## config.mk

```make
export PLATFORM = sky130hd
export DESIGN_NAME = dm_arbiter
export DESIGN_NICKNAME = d
export VERILOG_FILES = /design/src/rtl/dm_pkg.sv /design/src/rtl/dm_req_mux.sv /design/src/rtl/dm_arbiter.sv
export SDC_FILE = /design/constraint.sdc
export NUM_CORES = 1
export LEC_CHECK = 0
export BUFFER_PORTS_ARGS = -buffer_cell sky130_fd_sc_hd__buf_2
export CAP_MARGIN = 20
export CELL_PAD_IN_SITES_DETAIL_PLACEMENT = 0
export CELL_PAD_IN_SITES_GLOBAL_PLACEMENT = 1
export CORE_AREA = 2 2 122 124
export CTS_CLUSTER_SIZE = 12
export DETAILED_ROUTE_END_ITERATION = 12
export DIE_AREA = 0 0 124 126
export PLACE_DENSITY_LB_ADDON = 0.15
export SYNTH_ARGS = -nofsm -noshare
export SYNTH_HDL_FRONTEND = slang
export SYNTH_HIERARCHICAL = 1
export SYNTH_SLANG_ARGS = --single-unit
```

## constraint.sdc

```tcl
create_clock -name clk -period 2.97 [get_ports clk]
set_clock_uncertainty 0.1 [all_clocks]
set_input_delay 0.4455 -clock clk [delete_from_list [all_inputs] [get_ports clk]]
set_output_delay 0.4455 -clock clk [all_outputs]
set_load 0.005 [all_outputs]
```

## src/rtl/dm_pkg.sv

```systemverilog
// Shared codes and types for the data-memory arbiter.
// Latency: n/a (declarations only).
// Backpressure: n/a.
package dm_pkg;

  // Store-width codes forwarded to the DM
  localparam logic [1:0] SAVE_WORD = 2'd0;
  localparam logic [1:0] SAVE_HALF = 2'd1;
  localparam logic [1:0] SAVE_BYTE = 2'd2;

  // Read-width/sign codes forwarded to the DM
  localparam logic [2:0] READ_WORD   = 3'b000;
  localparam logic [2:0] READ_HALF_U = 3'b001;
  localparam logic [2:0] READ_HALF_S = 3'b010;
  localparam logic [2:0] READ_BYTE_U = 3'b011;
  localparam logic [2:0] READ_BYTE_S = 3'b100;

  // Grant select seen by the field mux: {c_gnt, l_gnt}
  localparam logic [1:0] SEL_NONE = 2'b00;
  localparam logic [1:0] SEL_LDR  = 2'b01;
  localparam logic [1:0] SEL_CPU  = 2'b10;

  // Arbiter states
  typedef enum logic [1:0] {
    S_CPU   = 2'd0,
    S_LOAD  = 2'd1,
    S_YIELD = 2'd2
  } arb_state_t;

  // One requester's access fields, bundled for the mux
  typedef struct packed {
    logic        we;
    logic [31:0] addr;
    logic [31:0] wdata;
    logic [1:0]  savesel;
    logic [2:0]  readsel;
  } dm_req_t;

endpackage

```

## src/rtl/dm_req_mux.sv

```systemverilog
// Steers the granted requester's fields onto the DM port and forms the write enable.
// Latency: purely combinational.
// Backpressure: none; with no grant the CPU fields are shown and the write enable is held low.
module dm_req_mux
  import dm_pkg::*;
(
  input  logic        c_gnt,
  input  logic        l_gnt,
  input  dm_req_t     c_fld,
  input  dm_req_t     l_fld,
  output logic [31:0] dm_addr,
  output logic [31:0] dm_wdata,
  output logic [1:0]  dm_savesel,
  output logic [2:0]  dm_readsel,
  output logic        dm_en
);

  dm_req_t sel_fld;

  // Pick the owning port; a write only happens for a granted store
  always_comb begin
    sel_fld = c_fld;
    dm_en   = 1'b0;
    case ({c_gnt, l_gnt})
      SEL_LDR: begin
        sel_fld = l_fld;
        dm_en   = l_fld.we;
      end
      SEL_CPU: begin
        sel_fld = c_fld;
        dm_en   = c_fld.we;
      end
      default: begin
        sel_fld = c_fld;
        dm_en   = 1'b0;
      end
    endcase
  end

  assign dm_addr    = sel_fld.addr;
  assign dm_wdata   = sel_fld.wdata;
  assign dm_savesel = sel_fld.savesel;
  assign dm_readsel = sel_fld.readsel;

endmodule

```

## src/rtl/dm_arbiter.sv

```systemverilog
// Shares the single-port DM between the CPU M-stage (priority) and a loader with bounded wait and bounded locked bursts.
// Latency: grants and DM drive are same-cycle; loader read data returns one cycle after l_gnt.
// Backpressure: CPU is stalled (c_stall) while locked out; loader simply holds its request until l_gnt.
module dm_arbiter
  import dm_pkg::*;
#(
  parameter int WAIT_MAX  = 4,
  parameter int BURST_MAX = 8
) (
  input  logic        clk,
  input  logic        reset,
  input  logic        c_req,
  input  logic        c_we,
  input  logic [31:0] c_addr,
  input  logic [31:0] c_wdata,
  input  logic [1:0]  c_savesel,
  input  logic [2:0]  c_readsel,
  output logic        c_stall,
  output logic [31:0] c_rdata,
  input  logic        l_req,
  input  logic        l_we,
  input  logic        l_lock,
  input  logic [31:0] l_addr,
  input  logic [31:0] l_wdata,
  input  logic [1:0]  l_savesel,
  input  logic [2:0]  l_readsel,
  output logic        l_gnt,
  output logic [31:0] l_rdata,
  output logic        l_rvalid,
  output logic [31:0] dm_addr,
  output logic [31:0] dm_wdata,
  output logic [1:0]  dm_savesel,
  output logic [2:0]  dm_readsel,
  output logic        dm_en,
  input  logic [31:0] dm_dout
);

  localparam int WW = $clog2(WAIT_MAX + 1);
  localparam int BW = $clog2(BURST_MAX + 1);
  localparam logic [WW-1:0] WAIT_LIM  = WW'(WAIT_MAX);
  localparam logic [BW-1:0] BURST_LIM = BW'(BURST_MAX);

  arb_state_t    state, state_nxt;
  logic [WW-1:0] wait_cnt, wait_nxt;
  logic [BW-1:0] beat_cnt, beat_nxt, beat_inc;
  logic          c_gnt, l_gnt_i;
  dm_req_t       c_fld, l_fld;

  assign c_fld = '{we: c_we, addr: c_addr, wdata: c_wdata, savesel: c_savesel, readsel: c_readsel};
  assign l_fld = '{we: l_we, addr: l_addr, wdata: l_wdata, savesel: l_savesel, readsel: l_readsel};

  // Grant decision and next-state/counter update for the arbitration FSM
  always_comb begin
    state_nxt = state;
    wait_nxt  = wait_cnt;
    beat_nxt  = beat_cnt;
    beat_inc  = beat_cnt + 1'b1;
    c_gnt     = 1'b0;
    l_gnt_i   = 1'b0;

    case (state)
      S_CPU: begin
        // Loader wins when alone, or when it has lost WAIT_MAX contended cycles in a row
        if (l_req && (!c_req || (wait_cnt == WAIT_LIM))) begin
          l_gnt_i = 1'b1;
          if (l_lock) begin
            state_nxt = S_LOAD;
            beat_nxt  = BW'(1);
          end
        end else if (c_req) begin
          c_gnt = 1'b1;
          if (l_req) wait_nxt = wait_cnt + 1'b1;
        end
      end

      S_LOAD: begin
        // CPU is locked out; the burst ends on a dropped request, an unlocked beat, or the length cap
        if (!l_req) begin
          state_nxt = S_CPU;
          beat_nxt  = '0;
        end else begin
          l_gnt_i  = 1'b1;
          beat_nxt = beat_inc;
          if (!l_lock) begin
            state_nxt = S_CPU;
            beat_nxt  = '0;
          end else if (beat_inc == BURST_LIM) begin
            state_nxt = S_YIELD;
          end
        end
      end

      S_YIELD: begin
        // One guaranteed CPU slot after a maximal burst
        c_gnt     = c_req;
        state_nxt = S_CPU;
        wait_nxt  = '0;
        beat_nxt  = '0;
      end

      default: begin
        state_nxt = S_CPU;
        wait_nxt  = '0;
        beat_nxt  = '0;
      end
    endcase

    // The wait window restarts whenever the loader gets in or stops asking
    if (l_gnt_i || !l_req) wait_nxt = '0;

    // No access of any kind is allowed during a reset cycle
    if (!reset) begin
      c_gnt   = 1'b0;
      l_gnt_i = 1'b0;
    end
  end

  // State, counters and the loader read-data return register
  always_ff @(posedge clk) begin
    if (!reset) begin
      state    <= S_CPU;
      wait_cnt <= '0;
      beat_cnt <= '0;
      l_rdata  <= '0;
      l_rvalid <= 1'b0;
    end else begin
      state    <= state_nxt;
      wait_cnt <= wait_nxt;
      beat_cnt <= beat_nxt;
      l_rvalid <= l_gnt_i & ~l_we;
      if (l_gnt_i && !l_we) l_rdata <= dm_dout;
    end
  end

  assign l_gnt   = l_gnt_i;
  assign c_stall = c_req & ~c_gnt & reset;
  assign c_rdata = dm_dout;

  dm_req_mux u_mux (
    .c_gnt      (c_gnt),
    .l_gnt      (l_gnt_i),
    .c_fld      (c_fld),
    .l_fld      (l_fld),
    .dm_addr    (dm_addr),
    .dm_wdata   (dm_wdata),
    .dm_savesel (dm_savesel),
    .dm_readsel (dm_readsel),
    .dm_en      (dm_en)
  );

endmodule

```

==> flow_summary.yaml <==
logic_synthesis:
  synth_top_area_cell: "mux2_4"
  synth_cells: 318
  synth.avg_cell_area_um2: 10.4
  netlist.area_leader.share_pct: 31.4
  ys.flop_type: "dfxtp_1"
  ys_seq_elements: 42
  postSynth.asyncResetShare_pct: 0
  synthTopCellsByArea: "mux2_4 (31%), dfxtp_1 (25%), mux2i_1 (9.7%)"
  synth.cell_area_um2: 3300
  synth.distinct_cells: 38
  yosysMostFrequentCell: "nand2_1"
  yosysWarningCount: 6
  synth_edf_count: 0
  synth_fp_nets: 500
  synth_common_cells: "nand2_1 (70), mux2_4 (69), dfxtp_1 (42)"
  synth-seq-area-share_pct: 25.5
sta:
  period_needed_ps: 2870
  hold_viol: 0
  setup_viol: 0
  fin_crit_sh_pct: 96.8
  timing.final.max_slew_violations: 0
  worstMarginPinSlew_ps: 682
  finalSetupTns_ps: 0
  clock.fmax_mhz: 348
  max_slew_margin_pct: 54.5
cells_and_area:
  post-route-util_pct: 34.2
  syn2layout_area_growth_pct: 48.2
  antenna_cells: 0
  layout.nets: 778
  fillers: 1535
  drive_above_1_share_pct: 68.2
grt:
  grt_overflow: 0
  grt_pass1_wl_um: 17000
  grt_max_degree: 72
  groute.usage.overall_pct: 14.4
  antenna_found_initial: 0
  grt_pass1_vias: 3074
pwr:
  comb_power_share_pct: 29.7
  power_density_nw_per_um2: 337
  p_seq_share_pct: 36.0
  internal-power_w: 0.00121
  peakVddDrop_uv: 230
  swShare_pct: 26.4
  clkPwrFrac_pct: 34.4
  power.switching_w: 0.000435
  power_leakage_nw: 2.59
setup_path:
  worstSetupEndpointType: "output pin"
  r2r-start: "wait_cnt[0]"
  crit_fanout: 27
  path_class: "reg2out"
  start_kind: "flop"
  cp.required_ps: 2420
  reg2regPathDepth: 6
  rrSetupSlack_ps: 1140
  r2r-end: "l_rdata[3]"
  arrival_ps: 2330
min_path:
  hold_end: "l_rvalid"
  worstHoldPathType: "in2reg"
  hold_depth: 2
  min-delay-start: "l_we"
routing:
  via_count: 3208
  postRouteAntennaNets: 0
  drcViolationCount: 0
  routedWlPerCell_um: 16.0
  drt_iter0_drc: 110
  vias_per_cell: 4.11
  wirelength_um: 12500
  drt_pass1_iterations: 6
job:
  drv_cap: 0
clock_network:
  root_buffer: "clkbuf_16"
  cts_tree: "done"
  clkLatencyLatePin_ps: 280
  h-tree-depth: 2
  cts_made_buffers: 5
  clkSinkCount: 42
  ctsHoldBuffers: 0
  clockBufferDepth: 2
  clk_pin_slew_ps: 60
floorplanning:
  dieArea_um2: 15600
  row_count: 44
  start_util_pct: 23.1
  fp.dieW_um: 124
  die_height_um: 126
  core_um2: 14300
  pin_count: 314
place:
  gp_congestion: 0.866
  hpwl_um: 10600
  port_buffers: 313
run_status:
  status: "finished, final reports clean"
## final cells by class
cell class	instances	area, um^2	area share [%]
Tap cell	184	230	4.70
Clock inverter	1	8.76	0.179
Timing Repair Buffer	324	1670	34.2
Inverter	7	26.3	0.537
Clock buffer	7	143	2.91
Sequential cell	42	842	17.2
Multi-Input combinational cell	216	1970	40.3
## timing repair
action                                  CTS  global route
endpoints found under the setup margin   58            66
gates resized for setup                   1             2
hold endpoints to repair                  0             0
setup buffers                             1             4
## cells by family (layout without fill, tap and decap cells)
| kind of cell | count (synthesis) | count (layout) | synth area share [%] |
|---|---|---|---|
| fa+ha+maj | 5 | 5 | 1.89 |
| simple gates | 90 | 90 | 11.3 |
| buf+inv | 60 | 339 | 15.5 |
| xor+xnor | 2 | 2 | 0.530 |
| flops | 42 | 42 | 25.5 |
| compound gates | 18 | 18 | 4.28 |
| mux | 101 | 101 | 41.1 |
## per-layer routing
metal  track usage (%)  vias to the layer above  wire, um
li1                  -                     1609         -
met1              17.2                     1434      5020
met2              26.4                      158      6270
met3              2.94                        7      1090
met4              2.38                        0        78
met5                 0                        -         0
## stage by stage
step | cells | instance area (um^2) | total power [W] | hold WS (ps) | setup WS, ps
floorplan | 318 | 3300 | 0.000879 | 317 | 508
global placement | 768 | 4700 | 0.00109 | 332 | 197
detailed placement | 768 | 4700 | 0.00110 | 338 | 159
CTS | 777 | 4860 | 0.00169 | 282 | 27.1
global route | 781 | 4900 | 0.00175 | 307 | -0.0264
finish | 781 | 4900 | 0.00165 | 293 | 96.5
## power by group through the flow
| stage | Clock (W) | Combinational (W) | Sequential [W] |
|---|---|---|---|
| floorplan | 0 | 0.000273 | 0.000606 |
| global placement | 0 | 0.000489 | 0.000606 |
| detailed placement | 0 | 0.000491 | 0.000606 |
| CTS | 0.000598 | 0.000493 | 0.000594 |
| global route | 0.000617 | 0.000538 | 0.000596 |
| finish | 0.000567 | 0.000489 | 0.000594 |
## layout by cell type, fill, tap and decap left out, types with 2 or more instances in the layout
master / n
dfxtp_1: 41
nor3_1: 2
o21ai_0: 2
nor4_1: 2
a21boi_0: 2
mux2i_1: 32
inv_1: 7
nand3_1: 3
a31oi_1: 2
nand2_1: 70
buf_2: 313
buf_12: 2
clkbuf_16: 5
ha_1: 4
nor2_1: 6
mux2_4: 69
buf_4: 9
## worst max-delay path by stage
stage | endpoint | slack (ps) | from
floorplan | dm_addr[0] | 510 | wait_cnt[0]
global placement | dm_wdata[8] | 200 | wait_cnt[0]
detailed placement | dm_savesel[0] | 160 | l_req
CTS | dm_savesel[0] | 30 | wait_cnt[0]
global route | dm_savesel[0] | -0.03 | wait_cnt[0]
finish | dm_savesel[0] | 100 | wait_cnt[0]
## registers in the layout, indices dropped and copies added, names as in the netlist
name	flops
state	2
l_rdata	32
wait_cnt	3
beat_cnt	4
l_rvalid	1
## worst max-delay path: stages, from the launching register on
cell      delay [ps]
dfxtp_2          340
inv_1             40
ha_1             220
a21bo_4          240
a211oi_2         210
inv_1            100
ha_4             210
buf_12           190
mux2_4           340
buf_2            130
Power figures use the tool's default switching activity.
